**config.mk**
```make
export PLATFORM = sky130hd
export DESIGN_NAME = exdata_scan_ctrl
export DESIGN_NICKNAME = d
export VERILOG_FILES = /design/src/rtl/exdata_scan_ctrl.sv
export SDC_FILE = /design/constraint.sdc
export NUM_CORES = 1
export LEC_CHECK = 0
export ABC_CLOCK_PERIOD_IN_PS = 5200
export BUFFER_PORTS_ARGS = -buffer_cell sky130_fd_sc_hd__clkbuf_2
export CORE_ASPECT_RATIO = 0.6
export CORE_UTILIZATION = 40
export DETAILED_ROUTE_END_ITERATION = 12
export PLACE_DENSITY_LB_ADDON = 0.3
export SLEW_MARGIN = 0
export SYNTH_ARGS = -nofsm -noshare
export SYNTH_HDL_FRONTEND = slang
export SYNTH_SLANG_ARGS = --single-unit
```
**constraint.sdc**
```tcl
create_clock -name clk -period 5.2 [get_ports clk]
set_input_delay 1.04 -clock clk [delete_from_list [all_inputs] [get_ports clk]]
set_output_delay 1.04 -clock clk [all_outputs]
set_load 0.05 [all_outputs]
```
**src/rtl/exdata_scan_ctrl.sv**
```systemverilog
// Run controller and readout sequencer for a bank of exdata counters: live window, settle, snapshot, serial readout.
// Optional livetime channel (extra word at index N_CH) enabled by defining EXDATA_SCAN_LIVETIME_EN.

module exdata_scan_lane #(
  parameter int W = 32
) (
  input  logic         clk,
  input  logic         rst_n,
  input  logic         cap,
  input  logic [W-1:0] din,
  output logic [W-1:0] q
);
  always_ff @(posedge clk) begin
    if (!rst_n)   q <= '0;
    else if (cap) q <= din;
  end
endmodule

module exdata_scan_ctrl #(
  parameter int N_CH       = 8,
  parameter int CNT_W      = 32,
  parameter int ARM_CYC    = 2,
  parameter int SETTLE_CYC = 2
) (
  input  logic                       clk,
  input  logic                       rst_n,
  input  logic                       start,
  input  logic                       stop,
  input  logic [N_CH*CNT_W-1:0]      cnt_bus,
  output logic                       live,
  output logic                       rd_valid,
  input  logic                       rd_ready,
  output logic [$clog2(N_CH+1)-1:0]  rd_ch,
  output logic [CNT_W-1:0]           rd_data,
  output logic                       busy,
  output logic                       done
);
  localparam int CH_W = $clog2(N_CH+1);
`ifdef EXDATA_SCAN_LIVETIME_EN
  localparam int N_WORDS = N_CH + 1;
`else
  localparam int N_WORDS = N_CH;
`endif
  localparam logic [CH_W-1:0] LAST_CH = CH_W'(N_WORDS - 1);
  localparam int TMR_MAX = (ARM_CYC > SETTLE_CYC) ? ARM_CYC : SETTLE_CYC;
  localparam int TMR_W   = $clog2(TMR_MAX + 1);

  typedef enum logic [2:0] {IDLE, ARM, LIVE, SETTLE, SNAP, SCAN, DONE} state_t;

  state_t                         state;
  logic [TMR_W-1:0]               tmr;
  logic                           stop_pend;
  logic                           snap_en;
  logic [N_WORDS-1:0][CNT_W-1:0]  snap_d, snap_q;
  logic [CH_W-1:0]                nxt_ch;
  logic [CNT_W-1:0]               nxt_word;

  assign snap_en = (state == SNAP);

`ifdef EXDATA_SCAN_LIVETIME_EN
  logic [CNT_W-1:0] lt_cnt;

  // Held at zero through ARM so it starts from 0 on LIVE entry; saturates instead of wrapping.
  always_ff @(posedge clk) begin
    if (!rst_n)                              lt_cnt <= '0;
    else if (state == ARM)                   lt_cnt <= '0;
    else if (state == LIVE && lt_cnt != '1)  lt_cnt <= lt_cnt + CNT_W'(1);
  end

  assign snap_d = {lt_cnt, cnt_bus};
`else
  assign snap_d = cnt_bus;
`endif

  for (genvar g = 0; g < N_WORDS; g++) begin : g_lane
    exdata_scan_lane #(.W(CNT_W)) u_lane (
      .clk   (clk),
      .rst_n (rst_n),
      .cap   (snap_en),
      .din   (snap_d[g]),
      .q     (snap_q[g])
    );
  end

  assign nxt_ch = rd_ch + CH_W'(1);

  always_comb begin
    nxt_word = '0;
    for (int i = 0; i < N_WORDS; i++)
      if (nxt_ch == CH_W'(i)) nxt_word = snap_q[i];
  end

  always_ff @(posedge clk) begin
    if (!rst_n) begin
      state     <= IDLE;
      live      <= 1'b0;
      rd_valid  <= 1'b0;
      busy      <= 1'b0;
      done      <= 1'b0;
      rd_ch     <= '0;
      rd_data   <= '0;
      tmr       <= '0;
      stop_pend <= 1'b0;
    end else begin
      done <= 1'b0;
      case (state)
        IDLE: if (start) begin
          state     <= ARM;
          busy      <= 1'b1;
          tmr       <= '0;
          stop_pend <= 1'b0;
        end
        ARM: begin
          if (stop) stop_pend <= 1'b1;
          if (tmr == TMR_W'(ARM_CYC)) begin
            state <= LIVE;
            live  <= 1'b1;
            tmr   <= '0;
          end else begin
            tmr <= tmr + TMR_W'(1);
          end
        end
        // An early stop from ARM still yields one live cycle so the counters see a full window edge pair.
        LIVE: if (stop || stop_pend) begin
          state     <= SETTLE;
          live      <= 1'b0;
          stop_pend <= 1'b0;
        end
        SETTLE: begin
          if (tmr == TMR_W'(SETTLE_CYC - 1)) begin
            state <= SNAP;
            tmr   <= '0;
          end else begin
            tmr <= tmr + TMR_W'(1);
          end
        end
        SNAP: begin
          state    <= SCAN;
          rd_valid <= 1'b1;
          rd_ch    <= '0;
          rd_data  <= cnt_bus[CNT_W-1:0];
        end
        SCAN: if (rd_ready) begin
          if (rd_ch == LAST_CH) begin
            state    <= DONE;
            rd_valid <= 1'b0;
            done     <= 1'b1;
          end else begin
            rd_ch   <= nxt_ch;
            rd_data <= nxt_word;
          end
        end
        DONE: begin
          state <= IDLE;
          busy  <= 1'b0;
        end
        default: state <= IDLE;
      endcase
    end
  end
endmodule

```
==> results.toml <==
[status]
status = "finished, final reports clean"

[sta]
tns_ns = 0
timing.fmax_ghz = 0.2562
report.final.slew_viol_count = 0
setup_viol = 0
finalCriticalPeriod_ns = 3.903
rsz0062_at_grt = "false"
slew_headroom = 0.2685
fin_worst_skew_ns = 0.009169
hold_violations = 0
worst_pin_slew_ns = 1.095
period_share = 0.7505
worst_slack_ns = 1.297

[yosys]
synth_seq_cells = 302
synth_cells = 1755
syn-num-nets = 2021
syn_area_per_cell_um2 = 7.866
synth-async-reset-ratio = 0
seq_area_frac_synth = 0.4380
ys_types = 49
yosysWarnings = 0
ys.flop_type = "dfxtp_1"
synth_area_um2 = 13800
synth-edff-count = 0

[placed_design]
placed_cell_area_um2 = 15420
io_buffer_count = 300
dp_hpwl_mm = 31.08
dpl_worst_slack_ns = 1.405
place_congestion = 0.8779

[setup_path]
slowest_stage = "nand4_2"
r2r_setup_slack_ns = 1.30
criticalPathCategory = "flip-flop to flip-flop"
cp_top_family = "simple AND/OR/NAND/NOR gates"
cp-start-kind = "flip-flop"
r2r_cells = 8
critPathRequiredTime_ns = 5.64
crit_path_end_kind = "flip-flop"
crit_arrival_ns = 4.34
cp_max_fo = 37
endpoint = "rd_data[5]$_SDFFE_PN0P_"
r2r_end = "rd_data[5]$_SDFFE_PN0P_"
cpMostUsedCell = "buf_4"
cp-startpoint = "rd_ch[0]$_SDFFE_PN0P_"
r2r_start = "rd_ch[0]$_SDFFE_PN0P_"
cp_num_buf_inv = 2
path_depth = 8
crit_chain = "ha_1, mux2i_1, o32a_2, buf_4, nor3_4, buf_4, nand4_2, o211a_1"
max_stage_delay_ns = 0.92

[grt]
grtUsageTotal = 0.2521
antenna_found_initial = 2
overflow = 0
grt_max_degree = 167
grt_pass1_vias = 12280
grt_pass1_wl_mm = 70.61

[floorplan]
design.die.area_um2 = 35280
die_x_um = 241.8
coreArea_um2 = 33830
fp-row-count = 52
die_h_um = 145.9
start_util = 0.4080
io_pins = 301

[clock_tree]
cts_hold_buffers = 0
clk_latency_ns = 0.56
cts_tree = "done"
numCtsBuffers = 29
clockBufferDepth = 3
cts_num_sinks = 302
cts_setup_buffers = 0
htreeDepth = 1
cts_resized = 0
root_buffer = "clkbuf_16"
path_clk_slew_ns = 0.06

[final_layout]
final_cell_mix = "nand2_1, dfxtp_1, clkbuf_2"
fin_area_um2 = 16260
fillers = 3381
final_nets = 2207
area_growth_pct = 17.79
post-route-util = 0.4806
multi_input_area_um2 = 7077
drive_above_1_share = 0.1911
final_common_cell = "nand2_1"
register_area_um2 = 6046

[detailed_routing]
routedWlPerCell_um = 19.00
wirelength_mm = 45.93
vias_per_cell = 5.517
dr.pass1.iters = 5
drtIter0Drc = 1399
antenna_left = 0
drcViolationCount = 0
vias = 13340

[job]
drv_cap = 0

[power_and_ir_drop]
power.density_nw_per_um2 = 275.9
power.leakage_nw = 5.917
vdd_drop_max_v = 0.0002349
total_power_mw = 4.486

[worst_hold_path]
hold_class = "flip-flop to flip-flop"
## metrics by stage
stage               hold WS, ns  cells
CTS                      0.4618   2416
global route             0.4757   2417
global placement         0.4463   2369
floorplan                0.4383   1755
detailed placement       0.4528   2369
finish                   0.4602   2417
## power breakdown
| group | internal (mW) | switching [mW] |
|---|---|---|
| logic | 0.107 | 0.0934 |
| clock network | 1.06 | 0.901 |
| registers | 2.32 | 0.00575 |
## synthesized netlist by cell type (all sizes together) (5+ instances only)
cell type | number | share of area
nand2 | 556 | 0.15
dfxtp | 302 | 0.44
a21boi | 262 | 0.14
clkbuf | 113 | 0.031
o21ai | 102 | 0.037
a21oi | 77 | 0.028
buf | 50 | 0.019
nor3 | 33 | 0.013
o21a | 33 | 0.018
a211oi | 32 | 0.017
a22oi | 32 | 0.017
or3 | 32 | 0.015
o221ai | 31 | 0.020
o211a | 30 | 0.022
nor2 | 14 | 0.0040
inv | 11 | 0.0030
ha | 5 | 0.0045
## state kept, by name, indices dropped and copies added (netlist names)
register and cells:
rd_valid 1, tmr 2, state 3, stop_pend 1, live 1, rd_data 32
rd_ch 4, done 1, busy 1, g_lane.u_lane.q 256
## metal layers
layer / wire length (um) / GRT usage / vias up
li1: - / - / 6418
met1: 21170 / 0.3681 / 6292
met2: 20080 / 0.3866 / 542
met3: 3471 / 0.03725 / 81
met4: 1189 / 0.06582 / 2
met5: 17 / 0 / -
## how the worst min path moves through the flow
stage | startpoint | to | slack (ns) | cells past startpoint
after global placement | g_lane[7].u_lane.q[30]$_SDFFE_PN0N_ | g_lane[7].u_lane.q[30]$_SDFFE_PN0N_ | 0.45 | 2
after detailed placement | g_lane[7].u_lane.q[30]$_SDFFE_PN0N_ | g_lane[7].u_lane.q[30]$_SDFFE_PN0N_ | 0.45 | 2
final | g_lane[7].u_lane.q[0]$_SDFFE_PN0N_ | g_lane[7].u_lane.q[0]$_SDFFE_PN0N_ | 0.46 | 2
after global routing | g_lane[7].u_lane.q[22]$_SDFFE_PN0N_ | g_lane[7].u_lane.q[22]$_SDFFE_PN0N_ | 0.48 | 2
after CTS | g_lane[7].u_lane.q[30]$_SDFFE_PN0N_ | g_lane[7].u_lane.q[30]$_SDFFE_PN0N_ | 0.46 | 2
after floorplan | g_lane[5].u_lane.q[16]$_SDFFE_PN0N_ | g_lane[5].u_lane.q[16]$_SDFFE_PN0N_ | 0.44 | 2
## tightest hold or removal path: stages (launching register included)
cell and delay [ns]:
dfxtp_1 0.30, nand2_1 0.04, a21boi_0 0.06
## cell families (layout without fill, tap and decap cells)
kind of cell	after synthesis	count (layout)	share of synthesized area
fa+ha+maj	5	5	0.004532
buf+inv	175	377	0.05275
flops	302	302	0.4380
simple gates	656	656	0.1925
compound gates	616	616	0.3115
mux	1	1	0.0007251
other cells	0	1	0
## layout make-up
type                    instances  area share
diodes                          1   0.0001539
clock inverters                 5    0.001924
repair buffers                318      0.1033
flip-flops and latches        302      0.3718
well taps                     459     0.03532
clock buffers                  42     0.04948
inverters                      12    0.002770
multi-input cells            1278      0.4352
No activity file was read; power rests on OpenSTA's default activity.
